[src/rtl/axi_master_bridge_if.sv]
// AXI4 bus bundle between the core-side bridge (master) and the interconnect (slave).
// Only the channels the bridge needs are carried; lock/cache/prot/qos are left to the fabric.
interface axi_master_bridge_if #(
    parameter int ID_W   = 4,
    parameter int ADDR_W = 32,
    parameter int DATA_W = 32
);
    logic [ID_W-1:0]     AWID;
    logic [ADDR_W-1:0]   AWADDR;
    logic [3:0]          AWLEN;
    logic [2:0]          AWSIZE;
    logic [1:0]          AWBURST;
    logic                AWVALID;
    logic                AWREADY;

    logic [DATA_W-1:0]   WDATA;
    logic [DATA_W/8-1:0] WSTRB;
    logic                WLAST;
    logic                WVALID;
    logic                WREADY;

    logic [ID_W-1:0]     BID;
    logic [1:0]          BRESP;
    logic                BVALID;
    logic                BREADY;

    logic [ID_W-1:0]     ARID;
    logic [ADDR_W-1:0]   ARADDR;
    logic [3:0]          ARLEN;
    logic [2:0]          ARSIZE;
    logic [1:0]          ARBURST;
    logic                ARVALID;
    logic                ARREADY;

    logic [ID_W-1:0]     RID;
    logic [DATA_W-1:0]   RDATA;
    logic [1:0]          RRESP;
    logic                RLAST;
    logic                RVALID;
    logic                RREADY;

    modport master (
        output AWID, AWADDR, AWLEN, AWSIZE, AWBURST, AWVALID,
        input  AWREADY,
        output WDATA, WSTRB, WLAST, WVALID,
        input  WREADY,
        input  BID, BRESP, BVALID,
        output BREADY,
        output ARID, ARADDR, ARLEN, ARSIZE, ARBURST, ARVALID,
        input  ARREADY,
        input  RID, RDATA, RRESP, RLAST, RVALID,
        output RREADY
    );

    modport slave (
        input  AWID, AWADDR, AWLEN, AWSIZE, AWBURST, AWVALID,
        output AWREADY,
        input  WDATA, WSTRB, WLAST, WVALID,
        output WREADY,
        output BID, BRESP, BVALID,
        input  BREADY,
        input  ARID, ARADDR, ARLEN, ARSIZE, ARBURST, ARVALID,
        output ARREADY,
        output RID, RDATA, RRESP, RLAST, RVALID,
        input  RREADY
    );
endinterface

[src/rtl/axi_master_bridge.sv]
// Core memory port -> AXI4 master: single-beat writes, INCR read bursts of 1-16 words,
// one outstanding transaction, every AXI output driven from a register.
module axi_master_bridge #(
    parameter int              ID_W      = 4,
    parameter int              ADDR_W    = 32,
    parameter int              DATA_W    = 32,
    parameter logic [ID_W-1:0] MASTER_ID = '0
) (
    input  logic                clk,
    input  logic                rst,
    input  logic                req_valid_i,
    output logic                req_ready_o,
    input  logic                req_write_i,
    input  logic [ADDR_W-1:0]   req_addr_i,
    input  logic [3:0]          req_len_i,
    input  logic [DATA_W-1:0]   req_wdata_i,
    input  logic [DATA_W/8-1:0] req_wstrb_i,
    output logic                rsp_valid_o,
    output logic [DATA_W-1:0]   rsp_rdata_o,
    output logic                rsp_last_o,
    output logic                rsp_err_o,
    axi_master_bridge_if.master axi
);
    typedef enum logic [2:0] {IDLE, RD_A, RD_D, WR_AW, WR_B} state_e;

    localparam logic [ADDR_W-1:0] ADDR_MASK = ~ADDR_W'(3);

    state_e              state_q;
    logic                req_ready_q;
    logic                arvalid_q, rready_q;
    logic                awvalid_q, wvalid_q, bready_q;
    logic [ADDR_W-1:0]   addr_q;
    logic [3:0]          len_q, cnt_q;
    logic [DATA_W-1:0]   wdata_q;
    logic [DATA_W/8-1:0] wstrb_q;
    logic                rsp_valid_q, rsp_last_q, rsp_err_q;
    logic [DATA_W-1:0]   rsp_rdata_q;

    logic rd_err_d, wr_err_d, aw_done_d, w_done_d;

    // A channel counts as done once its VALID has dropped or it handshakes this cycle.
    always_comb begin
        rd_err_d  = (axi.RRESP != 2'b00) || (axi.RID != MASTER_ID) ||
                    (axi.RLAST != (cnt_q == len_q));
        wr_err_d  = (axi.BRESP != 2'b00) || (axi.BID != MASTER_ID);
        aw_done_d = !awvalid_q || axi.AWREADY;
        w_done_d  = !wvalid_q  || axi.WREADY;
    end

    always_ff @(posedge clk) begin
        if (rst) begin
            state_q     <= IDLE;
            req_ready_q <= 1'b1;
            arvalid_q   <= 1'b0;
            rready_q    <= 1'b0;
            awvalid_q   <= 1'b0;
            wvalid_q    <= 1'b0;
            bready_q    <= 1'b0;
            addr_q      <= '0;
            len_q       <= '0;
            cnt_q       <= '0;
            wdata_q     <= '0;
            wstrb_q     <= '0;
            rsp_valid_q <= 1'b0;
            rsp_rdata_q <= '0;
            rsp_last_q  <= 1'b0;
            rsp_err_q   <= 1'b0;
        end else begin
            rsp_valid_q <= 1'b0;
            unique case (state_q)
                IDLE: begin
                    if (req_valid_i) begin
                        req_ready_q <= 1'b0;
                        addr_q      <= req_addr_i & ADDR_MASK;
                        len_q       <= req_write_i ? 4'd0 : req_len_i;
                        wdata_q     <= req_wdata_i;
                        wstrb_q     <= req_wstrb_i;
                        cnt_q       <= '0;
                        if (req_write_i) begin
                            awvalid_q <= 1'b1;
                            wvalid_q  <= 1'b1;
                            state_q   <= WR_AW;
                        end else begin
                            arvalid_q <= 1'b1;
                            state_q   <= RD_A;
                        end
                    end
                end
                RD_A: begin
                    if (axi.ARREADY) begin
                        arvalid_q <= 1'b0;
                        rready_q  <= 1'b1;
                        state_q   <= RD_D;
                    end
                end
                RD_D: begin
                    if (axi.RVALID) begin
                        rsp_valid_q <= 1'b1;
                        rsp_rdata_q <= axi.RDATA;
                        rsp_last_q  <= axi.RLAST;
                        rsp_err_q   <= rd_err_d;
                        cnt_q       <= cnt_q + 4'd1;
                        // RLAST is authoritative: a short or long burst still terminates here.
                        if (axi.RLAST) begin
                            rready_q    <= 1'b0;
                            req_ready_q <= 1'b1;
                            state_q     <= IDLE;
                        end
                    end
                end
                WR_AW: begin
                    if (awvalid_q && axi.AWREADY) awvalid_q <= 1'b0;
                    if (wvalid_q && axi.WREADY)   wvalid_q  <= 1'b0;
                    if (aw_done_d && w_done_d) begin
                        bready_q <= 1'b1;
                        state_q  <= WR_B;
                    end
                end
                WR_B: begin
                    if (axi.BVALID) begin
                        bready_q    <= 1'b0;
                        rsp_valid_q <= 1'b1;
                        rsp_rdata_q <= '0;
                        rsp_last_q  <= 1'b1;
                        rsp_err_q   <= wr_err_d;
                        req_ready_q <= 1'b1;
                        state_q     <= IDLE;
                    end
                end
                default: state_q <= IDLE;
            endcase
        end
    end

    assign req_ready_o = req_ready_q;
    assign rsp_valid_o = rsp_valid_q;
    assign rsp_rdata_o = rsp_rdata_q;
    assign rsp_last_o  = rsp_last_q;
    assign rsp_err_o   = rsp_err_q;

    assign axi.AWID    = MASTER_ID;
    assign axi.AWADDR  = addr_q;
    assign axi.AWLEN   = 4'd0;
    assign axi.AWSIZE  = 3'b010;
    assign axi.AWBURST = 2'b01;
    assign axi.AWVALID = awvalid_q;
    assign axi.WDATA   = wdata_q;
    assign axi.WSTRB   = wstrb_q;
    assign axi.WLAST   = 1'b1;
    assign axi.WVALID  = wvalid_q;
    assign axi.BREADY  = bready_q;
    assign axi.ARID    = MASTER_ID;
    assign axi.ARADDR  = addr_q;
    assign axi.ARLEN   = len_q;
    assign axi.ARSIZE  = 3'b010;
    assign axi.ARBURST = 2'b01;
    assign axi.ARVALID = arvalid_q;
    assign axi.RREADY  = rready_q;
endmodule

[src/flat_wrapper.sv]
// flat-port wrapper written by rule: the top's interface ports become plain ports
module axi_master_bridge_flat 
#(
    parameter int              ID_W      = 4,
    parameter int              ADDR_W    = 32,
    parameter int              DATA_W    = 32,
    parameter logic [ID_W-1:0] MASTER_ID = '0
)
  (clk, rst, req_valid_i, req_ready_o, req_write_i, req_addr_i, req_len_i, req_wdata_i, req_wstrb_i, rsp_valid_o, rsp_rdata_o, rsp_last_o, rsp_err_o, axi_AWID, axi_AWADDR, axi_AWLEN, axi_AWSIZE, axi_AWBURST, axi_AWVALID, axi_AWREADY, axi_WDATA, axi_WSTRB, axi_WLAST, axi_WVALID, axi_WREADY, axi_BID, axi_BRESP, axi_BVALID, axi_BREADY, axi_ARID, axi_ARADDR, axi_ARLEN, axi_ARSIZE, axi_ARBURST, axi_ARVALID, axi_ARREADY, axi_RID, axi_RDATA, axi_RRESP, axi_RLAST, axi_RVALID, axi_RREADY);
  axi_master_bridge_if #(.ID_W(ID_W), .ADDR_W(ADDR_W), .DATA_W(DATA_W)) axi_i ();
  input  logic clk;
  input  logic rst;
  input  logic req_valid_i;
  output logic req_ready_o;
  input  logic req_write_i;
  input  logic [ADDR_W-1:0] req_addr_i;
  input  logic [3:0] req_len_i;
  input  logic [DATA_W-1:0] req_wdata_i;
  input  logic [DATA_W/8-1:0] req_wstrb_i;
  output logic rsp_valid_o;
  output logic [DATA_W-1:0] rsp_rdata_o;
  output logic rsp_last_o;
  output logic rsp_err_o;
  output wire logic [$bits(axi_i.AWID)-1:0] axi_AWID;
  output wire logic [$bits(axi_i.AWADDR)-1:0] axi_AWADDR;
  output wire logic [$bits(axi_i.AWLEN)-1:0] axi_AWLEN;
  output wire logic [$bits(axi_i.AWSIZE)-1:0] axi_AWSIZE;
  output wire logic [$bits(axi_i.AWBURST)-1:0] axi_AWBURST;
  output wire logic [$bits(axi_i.AWVALID)-1:0] axi_AWVALID;
  input wire logic [$bits(axi_i.AWREADY)-1:0] axi_AWREADY;
  output wire logic [$bits(axi_i.WDATA)-1:0] axi_WDATA;
  output wire logic [$bits(axi_i.WSTRB)-1:0] axi_WSTRB;
  output wire logic [$bits(axi_i.WLAST)-1:0] axi_WLAST;
  output wire logic [$bits(axi_i.WVALID)-1:0] axi_WVALID;
  input wire logic [$bits(axi_i.WREADY)-1:0] axi_WREADY;
  input wire logic [$bits(axi_i.BID)-1:0] axi_BID;
  input wire logic [$bits(axi_i.BRESP)-1:0] axi_BRESP;
  input wire logic [$bits(axi_i.BVALID)-1:0] axi_BVALID;
  output wire logic [$bits(axi_i.BREADY)-1:0] axi_BREADY;
  output wire logic [$bits(axi_i.ARID)-1:0] axi_ARID;
  output wire logic [$bits(axi_i.ARADDR)-1:0] axi_ARADDR;
  output wire logic [$bits(axi_i.ARLEN)-1:0] axi_ARLEN;
  output wire logic [$bits(axi_i.ARSIZE)-1:0] axi_ARSIZE;
  output wire logic [$bits(axi_i.ARBURST)-1:0] axi_ARBURST;
  output wire logic [$bits(axi_i.ARVALID)-1:0] axi_ARVALID;
  input wire logic [$bits(axi_i.ARREADY)-1:0] axi_ARREADY;
  input wire logic [$bits(axi_i.RID)-1:0] axi_RID;
  input wire logic [$bits(axi_i.RDATA)-1:0] axi_RDATA;
  input wire logic [$bits(axi_i.RRESP)-1:0] axi_RRESP;
  input wire logic [$bits(axi_i.RLAST)-1:0] axi_RLAST;
  input wire logic [$bits(axi_i.RVALID)-1:0] axi_RVALID;
  output wire logic [$bits(axi_i.RREADY)-1:0] axi_RREADY;
  assign axi_AWID = axi_i.AWID;
  assign axi_AWADDR = axi_i.AWADDR;
  assign axi_AWLEN = axi_i.AWLEN;
  assign axi_AWSIZE = axi_i.AWSIZE;
  assign axi_AWBURST = axi_i.AWBURST;
  assign axi_AWVALID = axi_i.AWVALID;
  assign axi_i.AWREADY = axi_AWREADY;
  assign axi_WDATA = axi_i.WDATA;
  assign axi_WSTRB = axi_i.WSTRB;
  assign axi_WLAST = axi_i.WLAST;
  assign axi_WVALID = axi_i.WVALID;
  assign axi_i.WREADY = axi_WREADY;
  assign axi_i.BID = axi_BID;
  assign axi_i.BRESP = axi_BRESP;
  assign axi_i.BVALID = axi_BVALID;
  assign axi_BREADY = axi_i.BREADY;
  assign axi_ARID = axi_i.ARID;
  assign axi_ARADDR = axi_i.ARADDR;
  assign axi_ARLEN = axi_i.ARLEN;
  assign axi_ARSIZE = axi_i.ARSIZE;
  assign axi_ARBURST = axi_i.ARBURST;
  assign axi_ARVALID = axi_i.ARVALID;
  assign axi_i.ARREADY = axi_ARREADY;
  assign axi_i.RID = axi_RID;
  assign axi_i.RDATA = axi_RDATA;
  assign axi_i.RRESP = axi_RRESP;
  assign axi_i.RLAST = axi_RLAST;
  assign axi_i.RVALID = axi_RVALID;
  assign axi_RREADY = axi_i.RREADY;
  axi_master_bridge #(.ID_W(ID_W), .ADDR_W(ADDR_W), .DATA_W(DATA_W), .MASTER_ID(MASTER_ID)) u_core (.clk(clk), .rst(rst), .req_valid_i(req_valid_i), .req_ready_o(req_ready_o), .req_write_i(req_write_i), .req_addr_i(req_addr_i), .req_len_i(req_len_i), .req_wdata_i(req_wdata_i), .req_wstrb_i(req_wstrb_i), .rsp_valid_o(rsp_valid_o), .rsp_rdata_o(rsp_rdata_o), .rsp_last_o(rsp_last_o), .rsp_err_o(rsp_err_o), .axi(axi_i));
endmodule
[config.mk]
export PLATFORM = sky130hd
export DESIGN_NAME = axi_master_bridge_flat
export DESIGN_NICKNAME = d
export VERILOG_FILES = /design/src/rtl/axi_master_bridge_if.sv /design/src/rtl/axi_master_bridge.sv /design/src/flat_wrapper.sv
export SDC_FILE = /design/constraint.sdc
export NUM_CORES = 1
export LEC_CHECK = 0
export CAP_MARGIN = 20
export CORE_MARGIN = 1
export CORE_UTILIZATION = 39
export CTS_BUF_LIST = sky130_fd_sc_hd__clkbuf_8
export CTS_CLUSTER_DIAMETER = 150
export DETAILED_ROUTE_END_ITERATION = 12
export HOLD_SLACK_MARGIN = 0.15
export PLACE_DENSITY = 0.83
export SYNTH_ARGS = -nofsm -noshare
export SYNTH_HDL_FRONTEND = slang
export SYNTH_SLANG_ARGS = --single-unit
[constraint.sdc]
create_clock -name clk -period 1.9 [get_ports clk]
set_input_delay 0.38 -clock clk [delete_from_list [all_inputs] [get_ports clk]]
set_output_delay 0.38 -clock clk [all_outputs]
set_load 0.02 [all_outputs]
# == Yosys cells after proc, flatten, opt, wreduce, memory -nomap -nowiden ==
# Cells that the tools add are included.
# totals
ff_bits,118
inputBits,126
# op_classes
n_addsub,1
n_eq_ne,16
mux,45
reduce_logical,32
# op_table
cell,count
$mux 32,2
$pmux 32 s2,1
$mux 1,21
$mux 3,6
$pmux 1 s2,8
$reduce_and 4->1,4
$reduce_bool 2->1,8
$pmux 3 s5,1
$ne 2x2->1 const B,7
$mux 4,3
$reduce_and 3->1,3
$pmux 4 s2,1
$reduce_bool 4->1,2
$eq 3x2->1 const B,2
$ne 2x1->1 const B,3
$reduce_and 6->1,1
$logic_or 1x1->1,5
$reduce_and 5->1,1
$add 4x1->4 const B,1
$eq 4x4->1,1
$eq 3x1->1 const B,1
$eq 3x3->1 const B,1
$logic_and 1x1->1,3
$logic_not 3->1,1
6 further kinds,7

# == Depth between registers and ports, before layout ==
# Gate-level depths: netlist of run 1.
# logic_depth
ltp_word,5
mapped_depth,6
mapped_depth_nobuf,4

# == Worst setup path after synthesis of run 1 ==
# No wires, ideal clock.
# synth_timing
path_kind,input to register
from,in rst
to,reg u_core.state_q[2]
t_arrival_ps,1245
required_time_ps,1762
path_slack_ps,517
stages,4
path_buffers,3
path_cell_list,buf_2 > buf_2 > clkbuf_1 > nor2_1
# synth_lines
element,line_no,rtl
from (decl),flat_wrapper.sv:12,input logic rst;
to (signal assigned),axi_master_bridge.sv:52,state_q <= IDLE;
to (signal assigned),axi_master_bridge.sv:82,state_q <= WR_AW;
to (signal assigned),axi_master_bridge.sv:85,state_q <= RD_A;
to (decl),axi_master_bridge.sv:28,state_e state_q;
# No word-level cell between the ends.

# == Worst setup path after layout of run 1 ==
# layout_timing
from,"reg u_core.len_q[0], in the netlist u_core.axi.ARLEN[0]"
to,out axi_ARLEN[0]
# layout_lines
element,line_no,rtl
from (decl),axi_master_bridge.sv:33,"logic [3:0] len_q, cnt_q;"
from (signal assigned),axi_master_bridge.sv:75,len_q <= req_write_i ? 4'd0 : req_len_i;
to (decl),flat_wrapper.sv:42,output wire logic [$bits(axi_i.ARLEN)-1:0] axi_ARLEN;
# No word-level cell between the ends.

==> flow_summary.json, run 1 <==
{
  "nets": 925,
  "wl_met3_um": 1120,
  "boundaryPins": 294,
  "ys_seq_elements": 118,
  "crit_family": "buffers and inverters",
  "ant_nets": 0,
  "crit_slowest_cell": "clkdlybuf4s50_1",
  "synth_top_area_share_pct": 47.4,
  "cts_buffers": 17,
  "synthTopCellsByArea": "dfxtp_1 47%, nand2_1 11%, buf_4 9.5%",
  "drive_gt1_share_pct": 12.3,
  "syn_area_um2": 4980,
  "cts_max_level": 4,
  "p_sw_uw": 1920,
  "postCtsSetupRepairBufs": 0,
  "fin_tns_setup_ns": 0,
  "syn2layout_area_growth_pct": 59.3,
  "first_global_vias": 4573,
  "finalHoldViolCount": 0,
  "vias": 4684,
  "place_area_um2": 7510,
  "cts_tree": "built",
  "internal_power_uw": 4860,
  "cpPeakStageDelay_ns": 0.65,
  "crit_arrival_ns": 1.45,
  "yosysWarningCount": 0,
  "synth_edf_count": 0,
  "gp_congestion": 0.796,
  "drc": 0,
  "n_antenna_cell": 0,
  "run_status": "finished, final reports clean",
  "ir_worst_vdd_uv": 652,
  "multi_input_area_um2": 2050,
  "drt-wirelength-per-cell_um": 14.6,
  "die_height_um": 115,
  "port_buffers": 264,
  "grt-ovfl-total": 0,
  "design_area_um2": 7930,
  "row_count": 40,
  "maxSlewViolCount": 0,
  "dpl.hpwl_um": 10600,
  "synthArstFlopShare_pct": 0,
  "met1Wirelength_um": 5110,
  "fin_worst_skew_ns": 0.0111,
  "ctsLongestPathBuffers": 2,
  "clkPwrFrac_pct": 35.5,
  "period_minus_slack_ns": 1.83,
  "yosys.cell_types.count": 42,
  "antenna_found_initial": 0,
  "start_util_pct": 40.8,
  "synthFlopType": "dfxtp_1",
  "die_width_um": 115,
  "swShare_pct": 28.3,
  "drt-vias-per-instance": 4.78,
  "track_usage_pct": 21.3,
  "first_iter_violations": 239,
  "grt_max_degree": 64,
  "wl_met2_um": 7620,
  "cts.sinks": 118,
  "grt_pass1_wl_um": 21700,
  "top_layer": "met4",
  "crit_type": "reg -> out",
  "area.sequential_um2": 2360,
  "max-cap-violations": 0,
  "max_freq_mhz": 547,
  "path_max_fanout": 3,
  "clkTransAtPathRegs_ns": 0.07,
  "worst-path-buf-inv": 1,
  "p_comb_share_pct": 23.8,
  "powerDensity_nw_per_um2": 855,
  "period_share_pct": 96.2,
  "path_cells": "clkdlybuf4s50_1",
  "cts_root_buffer": "clkbuf_8",
  "syn_inst": 570,
  "ys_seq_area_share_pct": 47.4,
  "syn_area_per_cell_um2": 8.73,
  "crit_path_end_kind": "primary output",
  "start_kind": "flip-flop",
  "setup_viol": 0,
  "power_frac_seq_pct": 40.8,
  "grt_setup_unrepaired": "false",
  "clkLatencyLatePin_ns": 0.43,
  "drt_first_pass_iters": 4,
  "fillers": 991,
  "crit_required_ns": 1.52,
  "core_area_um2": 12200,
  "die_area_um2": 13200,
  "leakagePower_uw": 0.00297,
  "synth_largest_area_cell": "dfxtp_1",
  "routed_wl_um": 14300,
  "hp-class": "in -> reg"
}
cell usage after synthesis (2+ instances only):
cell,n
a21oi_1,79
a22oi_1,5
a22oi_2,27
a31oi_1,3
and3b_1,2
buf_2,15
buf_4,63
buf_6,4
clkbuf_1,11
conb_1,2
dfxtp_1,118
inv_1,7
nand2_1,144
nand2b_1,2
nand3_1,3
nand3b_1,4
nand4_1,4
nor2_1,23
nor2_2,20
nor3_1,3
nor4_1,2
o21ai_0,4
xor2_1,6
repair_timing:
item	CTS	global route
setup endpoints to repair	0	1
hold buffers	0	0
gates resized for setup	0	1
hold endpoints to repair	0	0
metal layers:
| layer | global-route usage, % | vias to the layer above |
|---|---|---|
| li1 | - | 2259 |
| met1 | 20.6 | 2172 |
| met2 | 39.7 | 209 |
| met3 | 7.70 | 44 |
| met4 | 11.0 | 0 |
| met5 | 0 | - |
per-stage QoR:
stage / worst slack, ns / hold WS [ns] / utilization, % / total power, µW / cells
2_1_floorplan: 0.517 / 0.516 / - / 3710 / 595
3_3_place_gp: 0.0164 / 0.442 / 61.5 / 4390 / 947
3_5_place_dp: 0.00930 / 0.446 / 61.5 / 4430 / 947
4_1_cts: 0.0278 / 0.348 / 64.9 / 6840 / 979
5_1_grt: 0.0125 / 0.366 / 64.9 / 7080 / 979
6_report: 0.0727 / 0.377 / 64.9 / 6780 / 979
sequential cells by signal, summed over array words and instances, names as in the netlist, 3 cells and up:
name                count
u_core.axi.ARADDR      30
u_core.cnt_q            4
u_core.axi.ARLEN        4
u_core.state_q          3
u_core.axi.WDATA       32
u_core.axi.WSTRB        4
u_core.rsp_rdata_o     32
final timing paths:
path,cells after the start,startpoint,slack (ns),end
hold reg to reg,2,u_core.axi.WDATA[2]$_SDFFE_PP0P_,0.45,u_core.axi.WDATA[2]$_SDFFE_PP0P_
setup / recovery,1,u_core.axi.ARLEN[0]$_SDFFE_PP0P_,0.07,axi_ARLEN[0]
hold / removal,2,rst,0.38,u_core.axi.WDATA[2]$_SDFFE_PP0P_
setup reg to reg,5,u_core.state_q[1]$_SDFFE_PP0P_,0.31,u_core.axi.RREADY$_SDFFE_PP0P_
layout by cell type (no fill, tap or decap), drive strengths merged, types with 2 or more instances in the layout:
cell type / count
and3b: 2
inv: 9
nand2b: 2
a31oi: 3
buf: 15
nor4: 3
conb: 27
nand3: 3
clkbuf: 21
nor3: 4
o21ai: 5
dfxtp: 118
a21oi: 79
nand3b: 4
bufinv: 3
clkinv: 5
clkdlybuf4s50: 262
nand2: 144
a22oi: 32
nor2: 43
nand4: 4
xor2: 6
power groups by stage:
stage	combinational, µW	sequential [µW]	clock, µW
after global routing	1720	2780	2580
after detailed placement	1610	2820	0
final	1610	2760	2400
after global placement	1580	2800	0
after CTS	1620	2760	2460
after floorplan	725	2980	0
layout make-up:
class,count,area share [%]
inverters,7,0.331
multi-input cells,376,25.9
clock inverters,11,1.64
well taps,168,2.65
repair buffers,278,36.1
flip-flops and latches,118,29.8
clock buffers,21,3.65
logic make-up (layout without fill, tap and decap cells):
family	count (synthesis)	count (layout)	share of synthesized area (%)
buf+inv	101	317	13.3
fa+ha+maj	1	1	0.251
flops	118	118	47.4
other cells	2	27	0.151
compound gates	124	124	17.6
mux	1	1	0.201
simple gates	217	217	20.0
xor+xnor	6	6	1.06
Note: power is estimated with default switching activity, not from simulation.
==> inputs of run 2 (changes only) <==
--- a/config.mk
+++ b/config.mk
@@ -6,13 +6,16 @@
 export NUM_CORES = 1
 export LEC_CHECK = 0
 export CAP_MARGIN = 20
+export CELL_PAD_IN_SITES_DETAIL_PLACEMENT = 1
+export CELL_PAD_IN_SITES_GLOBAL_PLACEMENT = 1
 export CORE_MARGIN = 1
-export CORE_UTILIZATION = 39
+export CORE_UTILIZATION = 27
 export CTS_BUF_LIST = sky130_fd_sc_hd__clkbuf_8
 export CTS_CLUSTER_DIAMETER = 150
 export DETAILED_ROUTE_END_ITERATION = 12
+export GPL_TIMING_DRIVEN = 0
 export HOLD_SLACK_MARGIN = 0.15
-export PLACE_DENSITY = 0.83
+export PLACE_DENSITY_LB_ADDON = 0.1
 export SYNTH_ARGS = -nofsm -noshare
 export SYNTH_HDL_FRONTEND = slang
 export SYNTH_SLANG_ARGS = --single-unit
==> run 2 against run 1 <==
Net effect:
- critical path depth unchanged
- critical path type unchanged
- sequential power about the same
- largest cell class unchanged
- first-iteration DRC count decreased by 49%
- clock skew decreased by 0.0060 ns
==> flow_summary.json, run 2 (synthesis gave the netlist of run 1 again) <==
{
  "maxSlewViolCount": 0,
  "met1Wirelength_um": 6690,
  "port_buffers": 263,
  "most-common-layout-cells": "229 x clkdlybuf4s50_1, 144 x nand2_1, 117 x dfxtp_1",
  "place_area_um2": 7990,
  "die_area_um2": 19000,
  "max_freq_mhz": 545,
  "clkLatencyLatePin_ns": 0.43,
  "ff2ff_setup_slack_ns": 0.22,
  "crit_path_end_kind": "primary output",
  "first_global_vias": 5072,
  "n_antenna_cell": 0,
  "worst-path-buf-inv": 1,
  "setup_viol": 0,
  "grt-ovfl-total": 0,
  "min_to": "u_core.rsp_err_o$_SDFFE_PP0P_",
  "dpl.hpwl_um": 13500,
  "row_count": 49,
  "ctsLongestPathBuffers": 2,
  "fillers": 2116,
  "core_area_um2": 18000,
  "min_from": "rst",
  "start_util_pct": 27.6,
  "crit_arrival_ns": 1.45,
  "ant_nets": 0,
  "wl_met3_um": 1460,
  "postCtsSetupRepairBufs": 0,
  "hold_depth": 2,
  "nets": 1004,
  "period_share_pct": 96.5,
  "crit_required_ns": 1.52,
  "run_status": "finished, final reports clean",
  "grt_setup_unrepaired": "false",
  "path_max_fanout": 3,
  "design_area_um2": 8340,
  "pre_cts_slack_ns": -0.122,
  "setup_ws_ns": 0.0658,
  "cts_buffers": 17,
  "die_width_um": 138,
  "crit_type": "reg -> out",
  "reg2reg_depth": 6,
  "wl_met2_um": 8830,
  "cts_tree": "built",
  "ir_worst_vdd_uv": 391,
  "max-cap-violations": 0,
  "crit_slowest_cell": "clkdlybuf4s50_1",
  "holdBufCountCts": 0,
  "r2r-end": "u_core.axi.ARADDR[20]$_SDFFE_PP0P_",
  "powerDensity_nw_per_um2": 796,
  "routed_wl_um": 17200,
  "finalHoldViolCount": 0,
  "final_common_cell": "clkdlybuf4s50_1",
  "drt-vias-per-instance": 4.43,
  "path_cells": "clkdlybuf4s50_1",
  "leakagePower_uw": 0.00349,
  "cts_max_level": 4,
  "period_minus_slack_ns": 1.83,
  "grt_max_degree": 17,
  "drt_first_pass_iters": 4,
  "drt-wirelength-per-cell_um": 15.5,
  "clkTransAtPathRegs_ns": 0.07,
  "grt_pass1_wl_um": 25900,
  "start_kind": "flip-flop",
  "die_height_um": 138,
  "drc": 0,
  "crit_family": "buffers and inverters",
  "gp_congestion": 0.805,
  "track_usage_pct": 18.0,
  "boundaryPins": 294,
  "top_layer": "met4",
  "timing.rr.start": "u_core.state_q[1]$_SDFFE_PP0P_",
  "hp-class": "in -> reg",
  "fin_worst_skew_ns": 0.00517,
  "drive_gt1_share_pct": 18.4,
  "maxSlewHeadroom_pct": 53.7,
  "first_iter_violations": 121,
  "cpPeakStageDelay_ns": 0.65,
  "antenna_found_initial": 0,
  "vias": 4936,
  "cts.sinks": 118,
  "syn2layout_area_growth_pct": 67.6,
  "cts_root_buffer": "clkbuf_8",
  "tightest_slew_ns": 0.695
}
run 2: worst max-delay path by stage:
| stage | startpoint | slack (ns) | endpoint | cells after the start |
|---|---|---|---|---|
| after global placement | req_valid_i | -0.10 | u_core.axi.ARADDR[14]$_SDFFE_PP0P_ | 5 |
| after CTS | u_core.axi.ARLEN[1]$_SDFFE_PP0P_ | 0.0006 | axi_ARLEN[1] | 1 |
| after global routing | u_core.axi.ARADDR[19]$_SDFFE_PP0P_ | 0.00005 | axi_ARADDR[19] | 1 |
| final | u_core.axi.ARLEN[2]$_SDFFE_PP0P_ | 0.07 | axi_ARLEN[2] | 1 |
| after floorplan | rst | 0.52 | u_core.state_q[2]$_SDFFE_PP0P_ | 4 |
| after detailed placement | req_valid_i | -0.12 | u_core.axi.ARADDR[20]$_SDFFE_PP0P_ | 5 |
run 2: final cells by class:
cell class	count	area [µm²]	area share, %
plain buffers	94	638	7.65
clock buffers	20	275	3.30
clock inverters	8	86.3	1.03
inverters	7	26.3	0.315
multi-input cells	376	2050	24.5
flip-flops and latches	118	2360	28.3
well taps	229	287	3.43
repair buffers	263	2620	31.4
run 2: power by group:
group	internal (µW)	total, µW	switching (µW)
Combinational	844	1700	860
Sequential	2640	2760	116
Clock	1220	2180	964
run 2: through the flow:
step           cells  total power, µW  util, %  TNS (ns)  hold slack [ns]
4_1_cts         1115             6760     46.2         0            0.356
6_report        1115             6650     46.3         0            0.364
3_5_place_dp    1087             4570     44.3     -6.47            0.450
2_1_floorplan    595             3710        -         0            0.516
3_3_place_gp    1087             4530     44.3     -6.36            0.443
5_1_grt         1115             6980     46.3         0            0.371
run 2: timing repair:
action | 4_1_cts | 5_1_grt
cloned | 0 | 0
setup endpoints to repair | 26 | 9
pin swaps | 0 | 0
hold endpoints to repair | 0 | 0
gates resized for setup | 26 | 9
run 2: layer usage:
| layer | up-vias | track usage (%) |
|---|---|---|
| met2 | 190 | 33.4 |
| met4 | 0 | 6.76 |
| met1 | 2318 | 19.0 |
| li1 | 2412 | - |
| met5 | - | 0 |
| met3 | 16 | 5.56 |
